<file path="config.mk">
export PLATFORM = sky130hd
export DESIGN_NAME = dhm_sleep_ctrl
export DESIGN_NICKNAME = d
export VERILOG_FILES = /design/src/rtl/dhm_sleep_ctrl.sv
export SDC_FILE = /design/constraint.sdc
export NUM_CORES = 1
export LEC_CHECK = 0
export ABC_AREA = 0
export CAP_MARGIN = 20
export CORE_MARGIN = 2
export CORE_UTILIZATION = 45
export CTS_BUF_LIST = sky130_fd_sc_hd__clkbuf_16
export DETAILED_ROUTE_END_ITERATION = 12
export DONT_BUFFER_PORTS = 1
export MAX_ROUTING_LAYER = met4
export REMOVE_ABC_BUFFERS = 1
export SYNTH_ARGS = -nofsm -noshare
export SYNTH_HDL_FRONTEND = slang
export SYNTH_SLANG_ARGS = --single-unit
</file>
<file path="constraint.sdc">
create_clock -name clk -period 2.2 [get_ports clk]
set_input_delay 0.33 -clock clk [delete_from_list [all_inputs] [get_ports clk]]
set_output_delay 0.33 -clock clk [all_outputs]
set_load 0.03 [all_outputs]
</file>
<file path="src/rtl/dhm_sleep_ctrl.sv">
// Staged sleep sequencer driving the dhm_buf sleep/sleep_n pair.
// The two polarities change on separate edges so sleep=0 with sleep_n=0 never occurs.
module dhm_sleep_ctrl #(
    parameter int unsigned ENTER_DLY = 4,
    parameter int unsigned EXIT_DLY  = 4,
    parameter int unsigned CNT_W     = 4
) (
    input  logic       clk,
    input  logic       rst,
    input  logic       sleep_req,
    output logic       sleep,
    output logic       sleep_n,
    output logic       sleep_ack,
    output logic       awake,
    output logic [7:0] sleep_cnt
);

    typedef enum logic [1:0] {
        ST_AWAKE,
        ST_ENTER,
        ST_ASLEEP,
        ST_EXIT
    } state_t;

    localparam logic [CNT_W-1:0] ENTER_LOAD = CNT_W'(ENTER_DLY - 1);
    localparam logic [CNT_W-1:0] EXIT_LOAD  = CNT_W'(EXIT_DLY - 1);

    state_t           state;
    logic [CNT_W-1:0] cnt;

    // Outputs are updated alongside the state so each one is a plain flop.
    always_ff @(posedge clk) begin
        if (rst) begin
            state     <= ST_AWAKE;
            cnt       <= '0;
            sleep_cnt <= '0;
            sleep     <= 1'b0;
            sleep_n   <= 1'b1;
            awake     <= 1'b1;
            sleep_ack <= 1'b0;
        end else begin
            case (state)
                ST_AWAKE: begin
                    if (sleep_req) begin
                        state <= ST_ENTER;
                        cnt   <= ENTER_LOAD;
                        sleep <= 1'b1;
                        awake <= 1'b0;
                    end
                end
                ST_ENTER: begin
                    if (cnt == '0) begin
                        state     <= ST_ASLEEP;
                        sleep_n   <= 1'b0;
                        sleep_ack <= 1'b1;
                        if (sleep_cnt != '1)
                            sleep_cnt <= sleep_cnt + 8'd1;
                    end else begin
                        cnt <= cnt - 1'b1;
                    end
                end
                ST_ASLEEP: begin
                    if (!sleep_req) begin
                        state     <= ST_EXIT;
                        cnt       <= EXIT_LOAD;
                        sleep_n   <= 1'b1;
                        sleep_ack <= 1'b0;
                    end
                end
                ST_EXIT: begin
                    if (cnt == '0) begin
                        state <= ST_AWAKE;
                        sleep <= 1'b0;
                        awake <= 1'b1;
                    end else begin
                        cnt <= cnt - 1'b1;
                    end
                end
                default: begin
                    state     <= ST_AWAKE;
                    cnt       <= '0;
                    sleep     <= 1'b0;
                    sleep_n   <= 1'b1;
                    awake     <= 1'b1;
                    sleep_ack <= 1'b0;
                end
            endcase
        end
    end

endmodule

</file>
# Word level (Yosys, flattened, before mapping)
# Index checks and enable logic that the tools add are counted.
[totals]
word_cells = 47
in_bits = 3
mem_bits_ro = 0
output_inout_bits = 12
latch_bits = 0
regBits = 18
mem_count = 0
ramBits = 0
[classes]
eq_ne = 9
mul = 0
bitwise_logic = 0
reduce_logical = 10
mux = 19
shifts = 0
n_lt_le_gt_ge = 0
add_sub_neg = 2
n_div = 0
[op_table]
columns = ["cell", "count"]
rows = [
  ["$mux 4", 3],
  ["$pmux 4 s3", 1],
  ["$reduce_and 3->1", 4],
  ["$ne 2x2->1 const B", 5],
  ["$add 8x1->8 const B", 1],
  ["$mux 2", 4],
  ["$ne 8x8->1 const B", 1],
  ["$pmux 1 s2", 4],
  ["$pmux 2 s4", 1],
  ["$mux 1", 6],
  ["$eq 2x2->1 const B", 2],
  ["$logic_not 4->1", 1],
  ["$reduce_and 4->1", 1],
  ["$reduce_bool 2->1", 2],
  ["$sub 4x1->4 const B", 1],
  ["$eq 2x1->1 const B", 1],
  ["$logic_not 2->1", 1],
  ["$reduce_or 2->1", 1],
]

# Depth between registers and ports, before layout
# Gate-level depths: netlist of the first run.
[logic_depth]
word_depth = 4
mapped_depth = 7
ltp_nobuf = 6

# Least setup slack after synthesis of the first run
# OpenSTA, ideal clock, no wires.
[synth_path]
path_type = "register -> register"
startpoint = "register sleep_cnt[0]"
endpoint = "register sleep_cnt[1]"
path_stages_with_launch = 6
required_ns = 2.072
t_arrival_ns = 1.532
setup_ns = 0.128
path_buffers = 0
period_less_slack_ns = 1.660
slack_ns = 0.540
cell_sequence = "dfxtp_1 -> ha_1 -> nand3_1 -> o21ai_0 -> mux2i_1 -> nor2_1"
[synth_via]
elab_chain_cells = 2
word_cells_on_any_way = 3
cone_classes = "add/sub: 1; eq/ne: 1; reduce/logical: 1"
[synth_rtl]
columns = ["element", "line", "rtl"]
rows = [
  ["from (decl)", "15", "output logic [7:0] sleep_cnt"],
  ["from (signal assigned)", "57", "sleep_cnt <= sleep_cnt + 8'd1;"],
  ["branches (longest 2 deep; another with $add 8x1->8)", "-", ""],
]
# Several ways; the timed one is not identified.
# A chain may end at the register's enable or synchronous reset.

# Final worst setup path of the first run
[layout_path]
startpoint = "register state[1]"
endpoint = "register sleep_cnt[7]"
[layout_via]
elab_chain_cells = 2
[layout_rtl]
columns = ["element", "line", "rtl"]
rows = [
  ["from (decl)", "28", "state_t state;"],
  ["from (signal assigned)", "34", "state <= ST_AWAKE;"],
  ["from (signal assigned)", "45", "state <= ST_ENTER;"],
  ["from (signal assigned)", "53", "state <= ST_ASLEEP;"],
  ["$eq 2x1->1", "42", "case (state)"],
  ["$reduce_and 3->1 (no line)", "-", ""],
]
# No other way between the ends.

==> results of run 1 <==
## logic make-up (layout without fill, tap and decap cells)
| kind of cell | count (synthesis) | in the layout | synth area share |
|---|---|---|---|
| XOR/XNOR | 5 | 5 | 0.0441 |
| flip-flops | 18 | 18 | 0.363 |
| adder cells (fa/ha/maj) | 8 | 8 | 0.101 |
| multiplexers | 3 | 3 | 0.0303 |
| buffers and inverters | 9 | 16 | 0.0416 |
| AND/OR/NAND/NOR | 42 | 42 | 0.247 |
| AO/OA/AOI/OAI | 25 | 25 | 0.173 |
## synthesized netlist by cell type, drive strengths merged (3+ instances only)
| library cell | instances |
|---|---|
| o21ai | 6 |
| dfxtp | 18 |
| and2 | 3 |
| inv | 6 |
| ha | 8 |
| a21oi | 6 |
| mux2i | 3 |
| nor3b | 3 |
| a211oi | 4 |
| nor2 | 17 |
| xor2 | 4 |
| nor3 | 3 |
## state kept, by name, indices dropped and copies added (netlist names)
register and count:
sleep_cnt 8, sleep_n 1, sleep_ack 1, awake 1, cnt 4, state 2, sleep 1
## final cells by class
| cell class | count | share of cell area |
|---|---|---|
| repair buffers | 6 | 0.0398 |
| flip-flops and latches | 18 | 0.319 |
| inverters | 6 | 0.0199 |
| multi-input cells | 83 | 0.522 |
| clock buffers | 3 | 0.0664 |
| clock inverters | 1 | 0.00332 |
| well taps | 27 | 0.0299 |
## routing by layer
layer,part of all wire,vias up,GRT usage,routed length (µm)
li1,-,404,-,-
met1,0.52,344,0.227,930
met2,0.42,17,0.245,763
met3,0.052,2,0.0409,93
met4,0.0045,0,0.0405,8
met5,0,-,-,0
## power by group through the flow
stage / Sequential [mW] / Clock (mW) / Combinational, mW
after global routing: 0.572 / 0.390 / 0.637
after global placement: 0.558 / 0 / 0.535
after floorplan: 0.562 / 0 / 0.431
after detailed placement: 0.561 / 0 / 0.549
after CTS: 0.554 / 0.369 / 0.551
final: 0.554 / 0.360 / 0.545
## worst paths after layout
kind,startpoint,slack [ps],to
max reg2reg,state[1],410,sleep_cnt[7]
max,state[1],410,sleep_cnt[7]
min,rst,150,sleep_cnt[0]
min reg2reg,cnt[1],530,cnt[1]
## metrics by stage
step	std cells	hold slack (ps)	utilization	power (mW)	area [µm²]
floorplan	107	399	-	0.993	973
detailed placement	140	404	0.520	1.11	1050
global placement	140	403	0.520	1.09	1050
finish	144	149	0.559	1.46	1130
global route	144	141	0.559	1.60	1130
CTS	144	146	0.559	1.47	1130
## critical path, stage by stage (launching register included)
cell and delay [ps]:
sky130_fd_sc_hd__dfxtp_1 350, sky130_fd_sc_hd__inv_1 110, sky130_fd_sc_hd__ha_1 220, sky130_fd_sc_hd__and4bb_1 430, sky130_fd_sc_hd__o211ai_4 130, sky130_fd_sc_hd__or3_1 320
sky130_fd_sc_hd__a21oi_1 140
==> metrics.md, run 1 <==
| Metric | Value |
|---|---|
| Clock root buffer master | `sky130_fd_sc_hd__clkbuf_16` |
| Final clock period utilization by the worst path | `0.812` |
| # resized after CTS | `0` |
| Highest Clock Rate | `560 MHz` |
| Final hold viol count | `0` |
| Share of layout cells above drive strength 1 | `0.120` |
| Class of the most critical hold timing path | `primary input to flop` |
| Critical Path Source Type | `flop` |
| # rows | `16` |
| Pre-CTS setup slack | `419 ps` |
| Mapped cell area | `992 µm²` |
| Post-CTS setup buffer count | `0` |
| Worst slew margin | `0.712` |
| RSZ-0062 raised after global routing | `false` |
| Max Fanout on Critical Path | `8` |
| Antenna Violating Nets Remaining | `0` |
| Setup violations, final | `0` |
| Critical path type | `flop to flop` |
| Die Ht | `51.0 µm` |
| Number of cells on the worst hold path | `1` |
| Worst Reg-to-Reg Cells | `6` |
| Quantity of I/O buffers inserted on ports | `0` |
| N_diodes | `0` |
| Clock group share of total power | `0.247` |
| Area used by multi-input combinational logic | `591 µm²` |
| Post-synth top flop | `sky130_fd_sc_hd__dfxtp_1` |
| Area of the placeable core | `2020 µm²` |
| Synthesis-to-layout area growth | `14.0%` |
| Die ar. | `2600 µm²` |
| Later-pin clock latency in the skew report | `240 ps` |
| Leak | `0.473 nW` |
| Most common cell after layout, fill and taps aside | `sky130_fd_sc_hd__dfxtp_1` |
| Cell type contributing the most total cell area after synthesis | `sky130_fd_sc_hd__dfxtp_1` |
| HPWL after DPL | `1.32 mm` |
| Async set or reset register ratio after synthesis | `0` |
| Post-layout min period | `1790 ps` |
| Maximum clock path buffer count | `2` |
| Vias post-DR | `767` |
| Biggest area contributors in the synthesized netlist | `sky130_fd_sc_hd__dfxtp_1, sky130_fd_sc_hd__ha_1, sky130_fd_sc_hd__nor2_1` |
| Most used cells in the layout excluding fill and tap cells | `sky130_fd_sc_hd__dfxtp_1, sky130_fd_sc_hd__nor2_1, sky130_fd_sc_hd__ha_1` |
| Starting utilization of the core area | `0.491` |
| Setup TNS | `0 ps` |
| Final weighted congestion in routability-driven placement | `0.754` |
| Number of synthesized flops with an enable pin | `0` |
| # fillers | `206` |
| Clock slew at reported path FFs | `50 ps` |
| Switching power | `0.566 mW` |
| FF+latch count, synth | `18` |
| Number of maximum-capacitance violations | `0` |
| Mean instance size in the synthesized netlist | `9.02 µm²` |
| Cells after synthesis | `110` |
| Via density per instance | `5.33` |
| Total power per unit cell area | `1290 nW/µm²` |
| Number of buffers created by CTS | `3` |
| Clock tree from TritonCTS | `built` |
| Net count, final | `129` |
| Remaining DRCs | `0` |
| Worst voltage drop across the vdd grid | `0.704 mV` |
| Register area share after synthesis | `0.363` |
| Wire length of the first global-routing pass | `3.34 mm` |
| Switching share of total power | `0.388` |
| Horizontal die dimension | `51.0 µm` |
| Area taken by flip-flops and latches | `360 µm²` |
| Setup skew after layout | `1.35 ps` |
| CTS sink count | `18` |
| Synth unique cells | `38` |
| Worst path arrival time | `1960 ps` |
| Routed wire length | `1.80 mm` |
| Ports | `15` |
| Outcome | `finished, final reports clean` |
| Internal power of the cells | `0.893 mW` |
| Logic pwr share | `0.374` |
| H-tree lvl count | `1` |
| Relative contribution of sequential cells to total power | `0.380` |
| Yosys synthesis warning count | `0` |
| Post-CTS Hold Fix Bufs | `0` |
| Yosys top cell area share | `0.363` |
| Required time reported for the critical path endpoint | `2380 ps` |
| Vias in the first global route | `775` |
| Largest net degree at the start of global routing | `17` |
| Final Max Slew Viols | `0` |
| DR WL/cell | `12.5 µm` |
| Capturing element type of the critical path | `flop` |
| Total gr overflow | `0` |
| Initial DRT Pass Iterations | `4` |
| PnR worst setup slack | `414 ps` |
| Initial DRC Count | `18` |
| Global-route usage over all layers | `0.166` |
| Number of antenna violations at the first check in global routing | `0` |
| Worst-margin pin slew | `427 ps` |
Note: power is estimated with default switching activity, not from simulation.
==> run 2: changes to the inputs <==
--- a/config.mk
+++ b/config.mk
@@ -5,7 +5,7 @@
 export SDC_FILE = /design/constraint.sdc
 export NUM_CORES = 1
 export LEC_CHECK = 0
-export ABC_AREA = 0
+export ABC_AREA = 1
 export CAP_MARGIN = 20
 export CORE_MARGIN = 2
 export CORE_UTILIZATION = 45
==> constraint.sdc (replaced) <==
create_clock -name clk -period 1.8 [get_ports clk]
set_input_delay 0.27 -clock clk [delete_from_list [all_inputs] [get_ports clk]]
set_output_delay 0.27 -clock clk [all_outputs]
set_load 0.03 [all_outputs]
==> run 2 against run 1 <==
Compared with the run above:
- final area rose by 11%
- critical path type unchanged
- via count increased by 23%
- combinational power rose by 85%
- register-to-register slack got worse by 150 ps
- cell count increased by 40%
- largest power group is now combinational cells
- clock power up 25%
- total power grew 48%
- non-clock buffer count up 1
==> metrics.md, run 2 <==
| Metric | Value |
|---|---|
| Cell type contributing the most total cell area after synthesis | `sky130_fd_sc_hd__dfxtp_1` |
| Setup violations, final | `0 (unchanged)` |
| DR WL/cell | `10.8 µm (-14%)` |
| Synth unique cells | `21 (-45%)` |
| Initial DRC Count | `9 (-9)` |
| Register area share after synthesis | `0.330 (-0.0337)` |
| Setup TNS | `0 ps (unchanged)` |
| Switching power | `0.981 mW (+73%)` |
| Switching share of total power | `0.455 (+0.0674)` |
| Number of buffers created by CTS | `3 (unchanged)` |
| Net count, final | `185 (+43%)` |
| Worst path arrival time | `1680 ps (-280 ps)` |
| # rows | `17 (+1)` |
| Global-route usage over all layers | `0.184 (+0.0187)` |
| Routed wire length | `2.17 mm (+21%)` |
| H-tree lvl count | `1 (unchanged)` |
| CTS sink count | `18 (unchanged)` |
| Outcome | `finished, final reports clean` |
| Quantity of I/O buffers inserted on ports | `0 (unchanged)` |
| Capturing element type of the critical path | `flop` |
| Yosys synthesis warning count | `0 (unchanged)` |
| Total power | `2.16 mW (+48%)` |
| Final hold viol count | `0 (unchanged)` |
| Final clock period utilization by the worst path | `0.856 (+0.0436)` |
| Biggest area contributors in the synthesized netlist | `sky130_fd_sc_hd__dfxtp_1, sky130_fd_sc_hd__nand2_1, sky130_fd_sc_hd__ha_1` |
| Post-synthesis compound-gate area fraction | `0.0904 (-0.0824)` |
| Total gr overflow | `0 (unchanged)` |
| Largest registers in the final layout | `sleep_cnt (8), cnt (4), state (2)` |
| Most used cells in the layout excluding fill and tap cells | `sky130_fd_sc_hd__nand2_1, sky130_fd_sc_hd__nor2_1, sky130_fd_sc_hd__inv_1, sky130_fd_sc_hd__dfxtp_1, sky130_fd_sc_hd__nand3_1` |
| Relative contribution of sequential cells to total power | `0.324 (-0.056)` |
| Vias in the first global route | `897 (+16%)` |
| Ports | `15 (unchanged)` |
| Starting utilization of the core area | `0.485 (-0.00570)` |
| Leak | `0.607 nW (+28%)` |
| Logic pwr share | `0.467 (+0.093)` |
| Largest net degree at the start of global routing | `16 (-1)` |
| Via density per instance | `4.71 (-12%)` |
| Class of the most critical hold timing path | `primary input to flop` |
| Clock root buffer master | `sky130_fd_sc_hd__clkbuf_16` |
| Start point of the critical path | `state[1]` |
| Xor/xnor share of the synthesized area | `0.00801 (-0.0361)` |
| Number of antenna violations at the first check in global routing | `0 (unchanged)` |
| Cells after synthesis | `163 (+48%)` |
| Most used standard cell by instance count after synthesis | `sky130_fd_sc_hd__nand2_1` |
| Number of synthesized flops with an enable pin | `0 (unchanged)` |
| Maximum clock path buffer count | `2 (unchanged)` |
| Vias post-DR | `947 (+23%)` |
| Proportion of synthesized area in mux cells | `0 (-0.0303)` |
| Worst Reg-to-Reg Cells | `8 (+2)` |
| Setup skew after layout | `1.26 ps (-0.0913 ps)` |
| Largest reg by FF count | `sleep_cnt` |
| FF+latch count, synth | `18 (unchanged)` |
| Total power per unit cell area | `1720 nW/µm² (+33%)` |
| Wire length of the first global-routing pass | `3.66 mm (+9.7%)` |
| Worst-margin pin slew | `452 ps (+24.7 ps)` |
| Clock slew at reported path FFs | `50 ps (about the same)` |
| Critical path type | `flop to flop` |
| Initial DRT Pass Iterations | `4 (unchanged)` |
| Yosys top cell area share | `0.330 (-0.0337)` |
| Antenna Violating Nets Remaining | `0 (unchanged)` |
| # resized after CTS | `0 (unchanged)` |
| N_diodes | `0 (unchanged)` |
| Highest Clock Rate | `649 MHz (+16%)` |
| Simple-gate share of the synthesized area | `0.391 (+0.144)` |
| Area of the placeable core | `2250 µm² (+12%)` |
| Critical Path Source Type | `flop` |
| Worst voltage drop across the vdd grid | `0.898 mV (+28%)` |
| Required time reported for the critical path endpoint | `1940 ps (-440 ps)` |
| Die Ht | `53.3 µm (+4.6%)` |
| Post-layout min period | `1540 ps (-246 ps)` |
| Largest family of logic cells by synthesized area | `simple AND/OR/NAND/NOR gates` |
| Most instantiated cells after synthesis | `sky130_fd_sc_hd__nand2_1, sky130_fd_sc_hd__nor2_1, sky130_fd_sc_hd__inv_1` |
| Async set or reset register ratio after synthesis | `0 (unchanged)` |
| Number of maximum-capacitance violations | `0 (unchanged)` |
| # fillers | `238 (+16%)` |
| Post-synth top flop | `sky130_fd_sc_hd__dfxtp_1` |
| Mean instance size in the synthesized netlist | `6.71 µm² (-26%)` |
| Reg-to-reg startpoint | `state[1]` |
| Horizontal die dimension | `53.3 µm (+4.6%)` |
| Post-CTS Hold Fix Bufs | `0 (unchanged)` |
| Max Fanout on Critical Path | `6 (-2)` |
| Die ar. | `2840 µm² (+9.4%)` |
| Later-pin clock latency in the skew report | `250 ps (about the same)` |
| Remaining DRCs | `0 (unchanged)` |
| Share of synthesized cell area in full adder, half adder and majority cells | `0.0915 (-0.00935)` |
| HPWL after DPL | `1.62 mm (+23%)` |
| Post-CTS setup buffer count | `0 (unchanged)` |
| Number of cells on the worst hold path | `1 (unchanged)` |
| RSZ-0062 raised after global routing | `false` |
| Final Max Slew Viols | `0 (unchanged)` |
| Final weighted congestion in routability-driven placement | `0.856 (+14%)` |
| Worst slew margin | `0.698 (-0.0138)` |
| Most common cell after layout, fill and taps aside | `sky130_fd_sc_hd__nand2_1` |
| Synthesis-to-layout area growth | `14.9%` |
| Startpoint of the worst hold path | `rst` |
| Share of layout cells above drive strength 1 | `0.162 (+0.0422)` |
| Max FFs per register | `8 (unchanged)` |
| Clock tree from TritonCTS | `built` |
| Internal power of the cells | `1.17 mW (+31%)` |
| Clock group share of total power | `0.209 (-0.038)` |
| Mapped cell area | `1090 µm² (+10%)` |
run 2: cell count changes after synthesis, sizes merged, moves of 4 or more:
cell,delta
nand2,+43
inv,+19
nor2,+14
nand3,+11
a211oi,-4
a21oi,+4
run 2: worst max-delay path, cell delays in order (launching register included):
cell and delay [ps]:
sky130_fd_sc_hd__dfxtp_1 400, sky130_fd_sc_hd__inv_1 110, sky130_fd_sc_hd__ha_1 280, sky130_fd_sc_hd__nor2_1 160, sky130_fd_sc_hd__inv_1 110, sky130_fd_sc_hd__nand2_2 100
sky130_fd_sc_hd__nand2_4 70, sky130_fd_sc_hd__o21ai_0 150, sky130_fd_sc_hd__nor2_1 50
run 2: final timing paths:
| kind | to | slack [ps] |
|---|---|---|
| worst max-delay path | cnt[0] | 260 |
| worst min-delay path | cnt[1] | 70 |
| worst max register to register | cnt[0] | 260 |
| worst min register to register | cnt[1] | 480 |
run 2: cell families after synthesis:
| logic type | count (synthesis) |
|---|---|
| buffers and inverters | 26 |
| adder cells (fa/ha/maj) | 8 |
| AND/OR/NAND/NOR | 93 |
| AO/OA/AOI/OAI | 17 |
| flip-flops | 18 |
| XOR/XNOR | 1 |
run 2: power groups by stage:
stage          Combinational [mW]  Sequential (mW)  Clock, mW
3_3_place_gp                0.982            0.700          0
5_1_grt                      1.17            0.715      0.478
3_5_place_dp                0.996            0.705          0
4_1_cts                      1.01            0.698      0.462
6_report                     1.01            0.698      0.450
2_1_floorplan               0.751            0.747          0
run 2: final cells by class:
class                      count  area (µm²)  area share
clock buffer                   3        75.1      0.0598
sequential                    18         360       0.287
timing repair buffer           7        52.6      0.0418
tap                           28        35.0      0.0279
multi-input combinational    119         636       0.506
clock inverter                 1        3.75     0.00299
inverter                      25        93.8      0.0747
run 2: per-stage QoR:
| stage | instances | setup slack [ps] | hold slack, ps | util | cell area (µm²) |
|---|---|---|---|---|---|
| after floorplan | 162 | 370 | 332 | - | 1090 |
| after global placement | 197 | 346 | 334 | 0.522 | 1180 |
| after detailed placement | 197 | 265 | 335 | 0.522 | 1180 |
| after CTS | 201 | 258 | 67.7 | 0.557 | 1260 |
| after global routing | 201 | 46.2 | 67.1 | 0.557 | 1260 |
| final | 201 | 260 | 73.0 | 0.557 | 1260 |
run 2: metal layers:
metal / track usage / up-vias / routed length (µm)
met5: - / - / 0
met4: 0.0897 / 0 / 47
met3: 0.0395 / 5 / 83
met2: 0.286 / 12 / 962
met1: 0.226 / 405 / 1070
li1: - / 525 / -
==> run 3: changes to the inputs <==
--- a/config.mk
+++ b/config.mk
@@ -13,7 +13,9 @@
 export DETAILED_ROUTE_END_ITERATION = 12
 export DONT_BUFFER_PORTS = 1
 export MAX_ROUTING_LAYER = met4
+export RECOVER_POWER = 50
 export REMOVE_ABC_BUFFERS = 1
+export SETUP_SLACK_MARGIN = 0.4
 export SYNTH_ARGS = -nofsm -noshare
 export SYNTH_HDL_FRONTEND = slang
 export SYNTH_SLANG_ARGS = --single-unit
==> run 3 against run 2 <==
Compared with the run above:
- largest cell class unchanged
- count of clock-buffer cells in the layout stayed put
- critical path type unchanged
- clock skew hardly changed
- maximum frequency rose by 9.1%
- critical endpoint is now cnt[2]
- die area is the same
- critical path depth is the same
- non-clock buffer count stayed put
- routed wire length is 1.3% higher
- final area increased by 5.4%
- total power grew 6.3%
- worst hold slack better by 1.8 ps
- clock power barely moved
==> metrics.md, run 3 (synthesis gave the netlist of run 2 again) <==
| Metric | Value |
|---|---|
| Crit path buffers/inverters | `2 (unchanged)` |
| CP max-delay cell | `sky130_fd_sc_hd__dfxtp_1` |
| Starting utilization of the core area | `0.485 (unchanged)` |
| Capturing element type of the critical path | `flop` |
| Vias in the first global route | `911 (+1.6%)` |
| Number of buffers created by CTS | `3 (unchanged)` |
| Critical path type | `flop to flop` |
| Post-layout min period | `1410 ps (-128 ps)` |
| # fillers | `228 (-4.2%)` |
| Setup violations, final | `0 (unchanged)` |
| Number of maximum-capacitance violations | `0 (unchanged)` |
| Final Max Slew Viols | `0 (unchanged)` |
| Area of the placeable core | `2250 µm² (unchanged)` |
| Total gr overflow | `0 (unchanged)` |
| Horizontal die dimension | `53.3 µm (unchanged)` |
| Wire length of the first global-routing pass | `3.69 mm (+0.76%)` |
| CP dominant cell by count | `sky130_fd_sc_hd__nor2_4` |
| Required time reported for the critical path endpoint | `1940 ps (about the same)` |
| Setup skew after layout | `1.03 ps (-0.236 ps)` |
| Quantity of I/O buffers inserted on ports | `0 (unchanged)` |
| Worst-margin pin slew | `467 ps (+14.6 ps)` |
| Antenna Violating Nets Remaining | `0 (unchanged)` |
| Final weighted congestion in routability-driven placement | `0.856 (unchanged)` |
| Switching share of total power | `0.459 (+0.00388)` |
| Initial DRT Pass Iterations | `4 (unchanged)` |
| H-tree lvl count | `1 (unchanged)` |
| Post-CTS setup buffer count | `0 (unchanged)` |
| Worst voltage drop across the vdd grid | `0.964 mV (+7.3%)` |
| N_diodes | `0 (unchanged)` |
| Clock root buffer master | `sky130_fd_sc_hd__clkbuf_16` |
| Worst slew margin | `0.689 (-0.00972)` |
| Logic pwr share | `0.489 (+0.022)` |
| # rows | `17 (unchanged)` |
| Number of antenna violations at the first check in global routing | `0 (unchanged)` |
| Cells along the critical path | `inv_1 -> ha_1 -> inv_2 -> nor2_4 -> nor2_4 -> nand2_4 -> o21ai_0 -> nor2_1` |
| Outcome | `finished, final reports clean` |
| Class of the most critical hold timing path | `primary input to flop` |
| Post-CTS Hold Fix Bufs | `0 (unchanged)` |
| DR WL/cell | `10.9 µm (+1.3%)` |
| R2R setup slack | `390 ps (+130 ps)` |
| Hold slack | `74.8 ps (+1.82 ps)` |
| Maximum clock path buffer count | `2 (unchanged)` |
| CTS sink count | `18 (unchanged)` |
| Relative contribution of sequential cells to total power | `0.315 (-0.009)` |
| Max FFs per register | `8 (unchanged)` |
| Ports | `15 (unchanged)` |
| Final hold viol count | `0 (unchanged)` |
| Highest Clock Rate | `708 MHz (+9.1%)` |
| Initial DRC Count | `6 (-3)` |
| Most common cell after layout, fill and taps aside | `sky130_fd_sc_hd__nand2_1` |
| Placement Cell Area | `1180 µm² (unchanged)` |
| Switching power | `1.05 mW (+7.2%)` |
| Clock group share of total power | `0.197 (-0.012)` |
| Clock slew at reported path FFs | `50 ps (about the same)` |
| Final clock period utilization by the worst path | `0.784 (-0.0711)` |
| Remaining DRCs | `0 (unchanged)` |
| Finished Cell Area | `1320 µm² (+5.4%)` |
| Share of layout cells above drive strength 1 | `0.237 (+0.0751)` |
| Via density per instance | `4.78 (+1.4%)` |
| Internal power of the cells | `1.24 mW (+5.5%)` |
| Largest incremental delay on the critical path | `430 ps (+30 ps)` |
| Pre-CTS setup slack | `265 ps (unchanged)` |
| Critical Path Source Type | `flop` |
| Largest reg by FF count | `sleep_cnt` |
| HPWL after DPL | `1.62 mm (unchanged)` |
| Total power per unit cell area | `1730 nW/µm² (+0.85%)` |
| Largest net degree at the start of global routing | `16 (unchanged)` |
| PnR worst setup slack | `388 ps (+128 ps)` |
| RSZ-0062 raised after global routing | `true` |
| Max Fanout on Critical Path | `6 (unchanged)` |
| Vias post-DR | `960 (+1.4%)` |
| Die ar. | `2840 µm² (unchanged)` |
| Worst path arrival time | `1560 ps (-120 ps)` |
| Global-route usage over all layers | `0.186 (+0.00121)` |
| Clock tree from TritonCTS | `built` |
| Die Ht | `53.3 µm (unchanged)` |
| Kind of cell adding the most delay to the critical path | `flip-flops` |
| Setup TNS | `0 ps (unchanged)` |
| Largest registers in the final layout | `sleep_cnt (8), cnt (4), state (2)` |
| Routed wire length | `2.20 mm (+1.3%)` |
| Later-pin clock latency in the skew report | `250 ps (about the same)` |
| Net count, final | `185 (unchanged)` |
| Leak | `0.605 nW (-0.37%)` |
| Most used cells in the layout excluding fill and tap cells | `sky130_fd_sc_hd__nand2_1, sky130_fd_sc_hd__nor2_1, sky130_fd_sc_hd__inv_1, sky130_fd_sc_hd__dfxtp_1, sky130_fd_sc_hd__nand3_1` |
| Synthesis-to-layout area growth | `21.1%` |
[run 3: changes by cell type in the layout (fill, tap and decap cells not counted), sizes merged]
cell / delta
buf: -4
clkbuf: +4
[run 3: area by class of cell]
cell class | instances | area, µm² | area share
Multi-Input combinational cell | 119 | 711 | 0.537
Sequential cell | 18 | 365 | 0.276
Inverter | 25 | 96.3 | 0.0728
Clock buffer | 3 | 75.1 | 0.0567
Timing Repair Buffer | 7 | 37.5 | 0.0284
Tap cell | 28 | 35.0 | 0.0265
Clock inverter | 1 | 3.75 | 0.00284
[run 3: through the flow]
stage / util / cells / power (mW)
after floorplan: - / 162 / 1.50
after global placement: 0.522 / 197 / 1.68
after detailed placement: 0.522 / 197 / 1.70
after CTS: 0.562 / 201 / 2.19
after global routing: 0.587 / 201 / 2.50
final: 0.587 / 201 / 2.29
[run 3: path summary, 6_finish.rpt]
check / from / endpoint / cells after the start
worst max-delay path: state[0] / cnt[2] / 8
worst min-delay path: rst / cnt[1] / 1
worst max register to register: state[0] / cnt[2] / 8
worst min register to register: cnt[1] / cnt[1] / 2
[run 3: power by group through the flow]
stage | Sequential (mW) | Clock [mW] | Combinational, mW
after floorplan | 0.747 | 0 | 0.751
after global placement | 0.700 | 0 | 0.982
after detailed placement | 0.705 | 0 | 0.996
after CTS | 0.702 | 0.462 | 1.02
after global routing | 0.738 | 0.478 | 1.28
final | 0.721 | 0.451 | 1.12
[run 3: repair_timing]
action                     4_1_cts  5_1_grt
resized for setup                7       28
setup endpoints to repair        9       17
pin swaps                        0       10
cloned                           0        0
[run 3: routing by layer]
layer / share of wire / GRT usage
met4: 0.020 / 0.0897
met5: 0 / -
met1: 0.49 / 0.226
met3: 0.041 / 0.0395
met2: 0.45 / 0.290
